--- src/rtl/composite_timing_gen.sv ---
// composite_timing_gen
//   Horizontal/vertical timing sequencer for a 262-line progressive NTSC
//   raster on the composite/S-video path. It drives the modulator's sync,
//   burst and active qualifiers and gives the fetch logic pixel coordinates.
//
// Ports
//   clk          in   pixel/system clock
//   rst          in   synchronous, active-high reset
//   enable       in   run raster; low clears the counters and idles the outputs
//   sync_n       out  composite sync, active low
//   color_burst  out  burst window
//   active       out  picture window
//   pix_x[10:0]  out  active-area column, 0 outside the picture window
//   pix_y[7:0]   out  active-area line, 0 outside the picture window
//   line_start   out  one-cycle pulse for h_cnt==0
//   frame_start  out  one-cycle pulse for h_cnt==0 and v_cnt==0
//
// Every output is registered from the decode of the (h_cnt, v_cnt) pair
// present on the previous clock, so the pins lag the counters by one cycle.
// Handshake: none. The block free-runs while enable=1 and has no valid/ready
// interface; downstream consumers qualify data with active.
module composite_timing_gen #(
  parameter int unsigned H_TOTAL        = 1589,
  parameter int unsigned H_HALF         = 794,
  parameter int unsigned H_SYNC         = 118,
  parameter int unsigned H_EQ           = 59,
  parameter int unsigned BURST_START    = 133,
  parameter int unsigned BURST_LEN      = 56,
  parameter int unsigned H_ACTIVE_START = 240,
  parameter int unsigned H_ACTIVE_LEN   = 1280,
  parameter int unsigned V_TOTAL        = 262,
  parameter int unsigned V_ACTIVE_START = 21,
  parameter int unsigned V_ACTIVE_LEN   = 240
) (
  input  logic        clk,
  input  logic        rst,
  input  logic        enable,
  output logic        sync_n,
  output logic        color_burst,
  output logic        active,
  output logic [10:0] pix_x,
  output logic [7:0]  pix_y,
  output logic        line_start,
  output logic        frame_start
);

  // Line type of the line currently being scanned.
  typedef enum logic [2:0] {
    L_EQ_PRE  = 3'd0,
    L_VSYNC   = 3'd1,
    L_EQ_POST = 3'd2,
    L_BLANK   = 3'd3,
    L_ACTIVE  = 3'd4
  } line_state_t;

  // Horizontal and vertical thresholds, sized to the counter widths.
  localparam logic [10:0] H_LAST       = 11'(H_TOTAL - 1);
  localparam logic [10:0] H_EQ_END     = 11'(H_EQ);
  localparam logic [10:0] H_HALF_C     = 11'(H_HALF);
  localparam logic [10:0] H_HALF_EQ    = 11'(H_HALF + H_EQ);
  localparam logic [10:0] H_VS_END1    = 11'(H_HALF - H_SYNC);
  localparam logic [10:0] H_VS_END2    = 11'(H_TOTAL - H_SYNC);
  localparam logic [10:0] H_SYNC_END   = 11'(H_SYNC);
  localparam logic [10:0] H_BURST_S    = 11'(BURST_START);
  localparam logic [10:0] H_BURST_E    = 11'(BURST_START + BURST_LEN);
  localparam logic [10:0] H_ACT_S      = 11'(H_ACTIVE_START);
  localparam logic [10:0] H_ACT_E      = 11'(H_ACTIVE_START + H_ACTIVE_LEN);
  localparam logic [8:0]  V_LAST       = 9'(V_TOTAL - 1);
  localparam logic [8:0]  V_ACT_S      = 9'(V_ACTIVE_START);
  localparam logic [8:0]  V_ACT_E      = 9'(V_ACTIVE_START + V_ACTIVE_LEN);

  logic [10:0] h_cnt;
  logic [8:0]  v_cnt;
  line_state_t state;
  line_state_t state_next;

  logic        h_wrap;
  logic [10:0] h_next;
  logic [8:0]  v_next;

  logic        sync_low_d;
  logic        burst_d;
  logic        active_d;
  logic [10:0] pix_x_d;
  logic [7:0]  pix_y_d;
  logic        line_start_d;
  logic        frame_start_d;

  function automatic line_state_t line_type(input logic [8:0] v);
    line_state_t t;
    if (v < 9'd3)                      t = L_EQ_PRE;
    else if (v < 9'd6)                 t = L_VSYNC;
    else if (v < 9'd9)                 t = L_EQ_POST;
    else if (v >= V_ACT_S && v < V_ACT_E) t = L_ACTIVE;
    else                               t = L_BLANK;
    return t;
  endfunction

  // Line-type state register. It only moves on the h_cnt wrap, so it always
  // matches the decode of v_cnt; idle and reset park it at line 0's type.
  always_ff @(posedge clk) begin
    if (rst || !enable) begin
      state <= L_EQ_PRE;
    end else begin
      state <= state_next;
    end
  end

  // Next-state and output decode for the current (h_cnt, v_cnt).
  always_comb begin
    h_wrap        = (h_cnt == H_LAST);
    h_next        = h_wrap ? 11'd0 : h_cnt + 11'd1;
    v_next        = v_cnt;
    state_next    = state;
    sync_low_d    = 1'b0;
    burst_d       = 1'b0;
    active_d      = 1'b0;
    pix_x_d       = 11'd0;
    pix_y_d       = 8'd0;
    line_start_d  = (h_cnt == 11'd0);
    frame_start_d = (h_cnt == 11'd0) && (v_cnt == 9'd0);

    if (h_wrap) begin
      v_next     = (v_cnt == V_LAST) ? 9'd0 : v_cnt + 9'd1;
      state_next = line_type(v_next);
    end

    case (state)
      L_EQ_PRE, L_EQ_POST: begin
        sync_low_d = (h_cnt < H_EQ_END) ||
                     (h_cnt >= H_HALF_C && h_cnt < H_HALF_EQ);
      end
      L_VSYNC: begin
        // Broad pulses serrated at the line start and the half-line point.
        sync_low_d = (h_cnt < H_VS_END1) ||
                     (h_cnt >= H_HALF_C && h_cnt < H_VS_END2);
      end
      L_BLANK: begin
        sync_low_d = (h_cnt < H_SYNC_END);
        burst_d    = (h_cnt >= H_BURST_S) && (h_cnt < H_BURST_E);
      end
      L_ACTIVE: begin
        sync_low_d = (h_cnt < H_SYNC_END);
        burst_d    = (h_cnt >= H_BURST_S) && (h_cnt < H_BURST_E);
        active_d   = (h_cnt >= H_ACT_S) && (h_cnt < H_ACT_E);
      end
      default: begin
        sync_low_d = 1'b0;
      end
    endcase

    if (active_d) begin
      pix_x_d = h_cnt - H_ACT_S;
      pix_y_d = 8'(v_cnt - V_ACT_S);
    end
  end

  // Counters and registered outputs. enable=0 behaves like a soft reset so
  // the raster restarts at (0,0) and emits frame_start on re-enable.
  always_ff @(posedge clk) begin
    if (rst || !enable) begin
      h_cnt       <= 11'd0;
      v_cnt       <= 9'd0;
      sync_n      <= 1'b1;
      color_burst <= 1'b0;
      active      <= 1'b0;
      pix_x       <= 11'd0;
      pix_y       <= 8'd0;
      line_start  <= 1'b0;
      frame_start <= 1'b0;
    end else begin
      h_cnt       <= h_next;
      v_cnt       <= v_next;
      sync_n      <= ~sync_low_d;
      color_burst <= burst_d;
      active      <= active_d;
      pix_x       <= pix_x_d;
      pix_y       <= pix_y_d;
      line_start  <= line_start_d;
      frame_start <= frame_start_d;
    end
  end

endmodule
--- config.mk ---
export PLATFORM = sky130hd
export DESIGN_NAME = composite_timing_gen
export DESIGN_NICKNAME = d
export VERILOG_FILES = /design/src/rtl/composite_timing_gen.sv
export SDC_FILE = /design/constraint.sdc
export NUM_CORES = 1
export LEC_CHECK = 0
export BUFFER_PORTS_ARGS = -buffer_cell sky130_fd_sc_hd__buf_4
export CORE_ASPECT_RATIO = 0.8
export CORE_MARGIN = 1
export CORE_UTILIZATION = 30
export DETAILED_ROUTE_END_ITERATION = 8
export GPL_TIMING_DRIVEN = 1
export PLACE_DENSITY = 0.51
export RECOVER_POWER = 25
export SYNTH_ARGS = -nofsm -noshare
export SYNTH_HDL_FRONTEND = slang
export SYNTH_SLANG_ARGS = --single-unit
--- constraint.sdc ---
create_clock -name clk -period 3.2 [get_ports clk]
set_input_delay 0.64 -clock clk [delete_from_list [all_inputs] [get_ports clk]]
set_output_delay 0.64 -clock clk [all_outputs]
set_load 0.03 [all_outputs]
==> out/qor.txt, run 1 <==
Status -> completed
Overall Global Routing Usage -> 13.5%
Setup tns final -> 0 ps
Post-synthesis sequential area ratio -> 38.1%
Residual DRC count -> 0
Least-Margin Pin Slew -> 631 ps
First-pass GRT wire length -> 9070 microns
Core area -> 7950 sq um
Die Width -> 103 microns
CP Launch Point -> v_cnt[0]
# diodes -> 0
CP max FO -> 13
Total grt overflow -> 0
DRT iter0 DRCs -> 163
H-tree levels -> 2
Fin. max-slew vios -> 0
CTS tree -> yes
Synth Flop Type -> dfxtp_1
Crit path required time -> 3450 ps
Initial antenna violation count -> 0
Hold Crit Start -> state[2]
Tmin final -> 2520 ps
Final Hold Slack -> 534 ps
Net count after synthesis -> 313
Resize count post-CTS -> 0
Yosys warnings -> 0
Remaining antenna violation count after routing -> 0
Share of cells above drive strength 1 -> 8.31%
Final Hold Fails -> 0
Root buf cell -> clkbuf_8
Startpoint Class -> flop
Die Y -> 83.1 microns
Post-Syn Area -> 2470 sq um
Part of the cycle the worst path needs -> 78.6%
Vias in the first global route -> 1759
Input/output buffers -> 26
Synth-to-Final Area Change -> 10.9%
Clk_skew -> 3.67 ps
Final nets -> 325
Setup-failing EPs final -> 0
Maxcap violations -> 0
Setup bufs post-CTS -> 0
Mean area per synthesized cell -> 8.20 sq um
# hold bufs at CTS -> 0
Distinct cells, synth -> 56
Clk sinks -> 47
Critical path type -> reg2reg
Routability cong. -> 0.825
Number of synthesized flops with an enable pin -> 0
Relative slew slack -> 57.8%
First drt pass iteration count -> 5
Row Count -> 29
Leakage power -> 1.00 nW
Clk Latency, worst-skew pair -> 300 ps
Crit. End Element -> flop
Max Freq -> 397 MHz
Worst Hold Class -> reg2reg
Syn Inst Count -> 301
Post-DP HPWL -> 4000 microns
Total wire length -> 5610 microns
#FFs+latches synth -> 47
Cts bufs inserted -> 5
PD cells -> 360 nW/um^2
Async SR Flop Fraction -> 0%
I/O Pins -> 27
Deepest clock path buffer count -> 2
Worst r2r src -> v_cnt[0]
Unrepaired setup endpoints after global routing -> false
Die footprint -> 8590 sq um
Avg WL per Cell -> 13.3 microns
Starting density of the core -> 31.1%
Worst path arrival time -> 2770 ps
Peak supply drop -> 0.151 mV
Vias -> 2051
Drt via density -> 4.87
Largest net degree at the start of global routing -> 20
Clock-pin slew on the worst setup and hold paths -> 90 ps
-- power by group --
| part | total (mW) | switching [mW] | leakage [nW] | internal (mW) |
|---|---|---|---|---|
| Sequential | 0.591 | 0.00325 | 0.379 | 0.588 |
| Clock | 0.367 | 0.197 | 0.0470 | 0.170 |
| Combinational | 0.0270 | 0.0183 | 0.573 | 0.00877 |
-- critical path: stages (launching register included) --
cell and delay, ps:
dfxtp_1 590, inv_1 190, ha_1 450, nand2b_1 80
a41o_1 250, a22o_1 220, or2_2 290, a211oi_1 250
a211o_1 140
-- final timing paths --
check	to	slack, ps	cells after the start
max	state[2]	680	8
min	state[2]	530	1
max reg2reg	state[2]	680	8
min reg2reg	state[2]	530	1
-- state kept, by name (all words and copies together) (netlist names) --
| name | count |
|---|---|
| v_cnt | 9 |
| line_start | 1 |
| h_cnt | 11 |
| color_burst | 1 |
| sync_n | 1 |
| frame_start | 1 |
| active | 1 |
| state | 3 |
| pix_y | 8 |
| pix_x | 11 |
-- layout make-up --
cell class	instances	area, sq um
timing repair buffer	28	146
clock buffer	6	82.6
fill	848	5210
clock inverter	1	5.00
inverter	16	60.1
multi-input combinational	215	1370
sequential	47	941
tap	108	135
-- routing by layer --
metal | track usage, % | share of wire (%) | up-vias
met5 | 0 | 0 | -
met4 | 4.99 | 1.1 | 0
met3 | 2.44 | 5.3 | 6
met2 | 17.4 | 39 | 74
met1 | 21.7 | 54 | 925
li1 | - | - | 1046
-- stage by stage --
step	setup slack [ps]	util (%)	instance area, sq um	total power [mW]	std cells
finish	683	34.4	2740	0.985	421
global route	474	34.4	2740	1.02	421
CTS	713	35.2	2800	1.00	421
detailed placement	743	34.1	2710	0.633	414
global placement	712	34.1	2710	0.633	414
floorplan	949	-	2470	0.622	301
-- synthesized netlist by cell type (4+ instances only) --
| cell | instances | area, sq um |
|---|---|---|
| a21oi_1 | 9 | 45.0 |
| clkbuf_1 | 18 | 67.6 |
| dfxtp_1 | 47 | 941 |
| ha_1 | 9 | 113 |
| inv_1 | 16 | 60.1 |
| nand2_1 | 26 | 97.6 |
| nand2b_1 | 7 | 43.8 |
| nand3_1 | 13 | 65.1 |
| nand4_1 | 5 | 31.3 |
| nor2_1 | 42 | 158 |
| nor2b_1 | 4 | 25.0 |
| nor3_1 | 7 | 35.0 |
| o21ai_0 | 11 | 55.1 |
| xnor2_1 | 15 | 131 |
| xor2_1 | 11 | 96.3 |
-- placed cells by master (no fill, tap or decap), drive strengths merged, types with 4 or more instances in the layout --
master	instances
nor2	42
inv	16
nand2b	7
o31ai	4
nand2	26
nand4	5
dfxtp	47
nand3	13
nor2b	4
xnor2	15
buf	11
o21ai	13
nor3	7
ha	9
a21oi	9
clkbuf	23
xor2	11
-- logic make-up (layout without fill, tap and decap cells) --
kind of cell	Yosys count	after routing	synth area share, %
DFF	47	47	38.1
adders and majority gates	9	9	4.56
buffers and inverters	39	51	6.49
AOI/OAI and AO/OA	52	52	14.6
and+or+nand+nor	126	126	26.2
xor gates and xnor gates	26	26	9.23
muxes	2	2	0.811
Note: power is estimated with default switching activity, not from simulation.
==> run 2: changes to the inputs <==
Clock period 3.2 ns to 2.41 ns, I/O delays scaled along.
==> out/qor.txt, run 2 (same netlist as run 1, synthesis figures left out) <==
Critical path type -> reg2reg (unchanged)
Clk sinks -> 47 (unchanged)
Relative slew slack -> 60.6% (was 57.8%)
Peak per-stage delay on the critical path -> 450 ps (was 590 ps)
Initial antenna violation count -> 0 (unchanged)
CTS tree -> yes (unchanged)
Total wire length -> 5600 microns (was 5610 microns)
Placed insts -> 425 (was 414)
Worst hold path stage count -> 2 (was 1)
Final nets -> 336 (was 325)
Core area -> 7950 sq um (unchanged)
Fin. max-slew vios -> 0 (unchanged)
Die Width -> 103 microns (unchanged)
Largest net degree at the start of global routing -> 17 (was 20)
Final std cells w/o fill -> 432 (was 421)
Routability cong. -> 0.834 (was 0.825)
Crit path required time -> 2670 ps (was 3450 ps)
Worst path arrival time -> 2480 ps (was 2770 ps)
Worst reg2reg setup slack -> 180 ps (was 680 ps)
Tmin final -> 2230 ps (was 2520 ps)
I/O Pins -> 27 (unchanged)
Avg WL per Cell -> 13.0 microns (was 13.3 microns)
Startpoint Class -> flop (unchanged)
Final Hold Slack -> 509 ps (was 534 ps)
Residual DRC count -> 0 (unchanged)
Starting density of the core -> 31.1% (unchanged)
Worst Hold Class -> reg2reg (unchanged)
Worst slack, placed -> 143 ps (was 743 ps)
Final Core Density -> 35.7% (was 34.4%)
Overall Global Routing Usage -> 13.9% (was 13.5%)
CP Cell Sequence -> inv_1 > ha_2 > nand2b_1 > a41o_1 > a22o_1 > or2_2 > a211oi_1 > a211o_1 (was inv_1 > ha_1 > nand2b_1 > a41o_1 > a22o_1 > or2_2 > a211oi_1 > a211o_1)
Hold Crit Start -> h_cnt[0] (was state[2])
CP max-delay cell -> dfxtp_1 (unchanged)
Setup tns final -> 0 ps (unchanged)
Cts bufs inserted -> 5 (unchanged)
Row Count -> 29 (unchanged)
Final Hold Fails -> 0 (unchanged)
Crit. End Element -> flop (unchanged)
Root buf cell -> clkbuf_8 (unchanged)
Hold Path End -> pix_x[0] (was state[2])
Clk Latency, worst-skew pair -> 300 ps (about the same)
Status -> completed (unchanged)
# hold bufs at CTS -> 0 (unchanged)
Commonest non-fill, non-tap cell in the layout -> dfxtp_1 (unchanged)
Least-Margin Pin Slew -> 590 ps (was 631 ps)
Final Instance Area -> 2840 sq um (was 2740 sq um)
Unrepaired setup endpoints after global routing -> false (unchanged)
Vias in the first global route -> 1857 (was 1759)
Fillcell total -> 838 (was 848)
Die Y -> 83.1 microns (unchanged)
Leakage power -> 1.06 nW (was 1.00 nW)
Most frequent cells in the layout -> dfxtp_1 (46), nor2_1 (42), nand2_1 (26) (was dfxtp_1 (47), nor2_1 (42), nand2_1 (26))
Maxcap violations -> 0 (unchanged)
First-pass GRT wire length -> 9400 microns (was 9070 microns)
Drt via density -> 4.80 (was 4.87)
Synth-to-Final Area Change -> 15.0% (was 10.9%)
Post-Place Cell Area -> 2800 sq um (was 2710 sq um)
Max Freq -> 449 MHz (was 397 MHz)
Remaining antenna violation count after routing -> 0 (unchanged)
Clk_skew -> 9.07 ps (was 3.67 ps)
Peak supply drop -> 0.196 mV (was 0.151 mV)
Setup bufs post-CTS -> 0 (unchanged)
FF-to-FF End -> state[2] (unchanged)
Clock-pin slew on the worst setup and hold paths -> 90 ps (about the same)
Input/output buffers -> 26 (unchanged)
Largest registers -> h_cnt: 11 flops, pix_x: 11 flops, v_cnt: 9 flops (unchanged)
Vias -> 2075 (was 2051)
Worst r2r src -> v_cnt[0] (unchanged)
Part of the cycle the worst path needs -> 92.4% (was 78.6%)
CP max FO -> 7 (was 13)
First drt pass iteration count -> 4 (was 5)
# diodes -> 0 (unchanged)
Post-DP HPWL -> 4200 microns (was 4000 microns)
Total grt overflow -> 0 (unchanged)
Reg2Reg Depth -> 8 (unchanged)
Setup-failing EPs final -> 0 (unchanged)
Share of cells above drive strength 1 -> 11.7% (was 8.31%)
Design Power -> 1.38 mW (was 0.985 mW)
Die footprint -> 8590 sq um (unchanged)
DRT iter0 DRCs -> 128 (was 163)
H-tree levels -> 2 (unchanged)
Setup ws final -> 184 ps (was 683 ps)
Deepest clock path buffer count -> 2 (unchanged)
PD cells -> 486 nW/um^2 (was 360 nW/um^2)
## run 2: cell count changes in the layout (fill, tap and decap cells not counted)
cell | previous run | this run
clkbuf_8 | 6 | 5
ha_2 | 0 | 1
clkbuf_1 | 17 | 18
ha_1 | 9 | 8
dfxtp_1 | 47 | 46
clkinv_2 | 1 | 0
bufinv_16 | 0 | 1
buf_4 | 11 | 22
dfxtp_2 | 0 | 1
## run 2: final cells by class
cell class	count	area, sq um	area share (%)
clock buffers	6	72.6	2.56
clock inverters	1	30.0	1.06
multi-input cells	215	1370	48.2
flip-flops and latches	47	942	33.2
well taps	108	135	4.76
inverters	16	60.1	2.12
repair buffers	39	229	8.07
## run 2: power breakdown
group | total [mW] | internal, mW | switching, mW
clock network | 0.558 | 0.304 | 0.253
logic | 0.0397 | 0.0139 | 0.0257
registers | 0.783 | 0.780 | 0.00263
total | 1.38 | 1.10 | 0.282
## run 2: worst max-delay path by stage
stage	cells after the start	from	endpoint
5_1_grt	8	v_cnt[0]	state[2]
3_3_place_gp	8	v_cnt[1]	state[2]
3_5_place_dp	8	v_cnt[1]	state[2]
4_1_cts	8	v_cnt[1]	state[2]
6_report	8	v_cnt[0]	state[2]
2_1_floorplan	9	v_cnt[0]	state[2]
## run 2: layer usage
layer,global-route usage (%),part of all wire [%]
met5,0,0
met3,2.61,5.7
met4,3.59,0.55
met1,22.2,53
met2,18.6,41
## run 2: critical path, delay by kind of cell, from the launching register on
kind | cells | cell delay (ps)
AO/OA/AOI/OAI | 4 | 830
adder cells (fa/ha/maj) | 1 | 400
AND/OR/NAND/NOR | 2 | 360
flip-flops | 1 | 450
buffers and inverters | 1 | 140
## run 2: repair_timing
action / 4_1_cts / 5_1_grt
resized for setup: 0 / 2
endpoints found under the hold margin: 0 / 0
endpoints found under the setup margin: 0 / 3
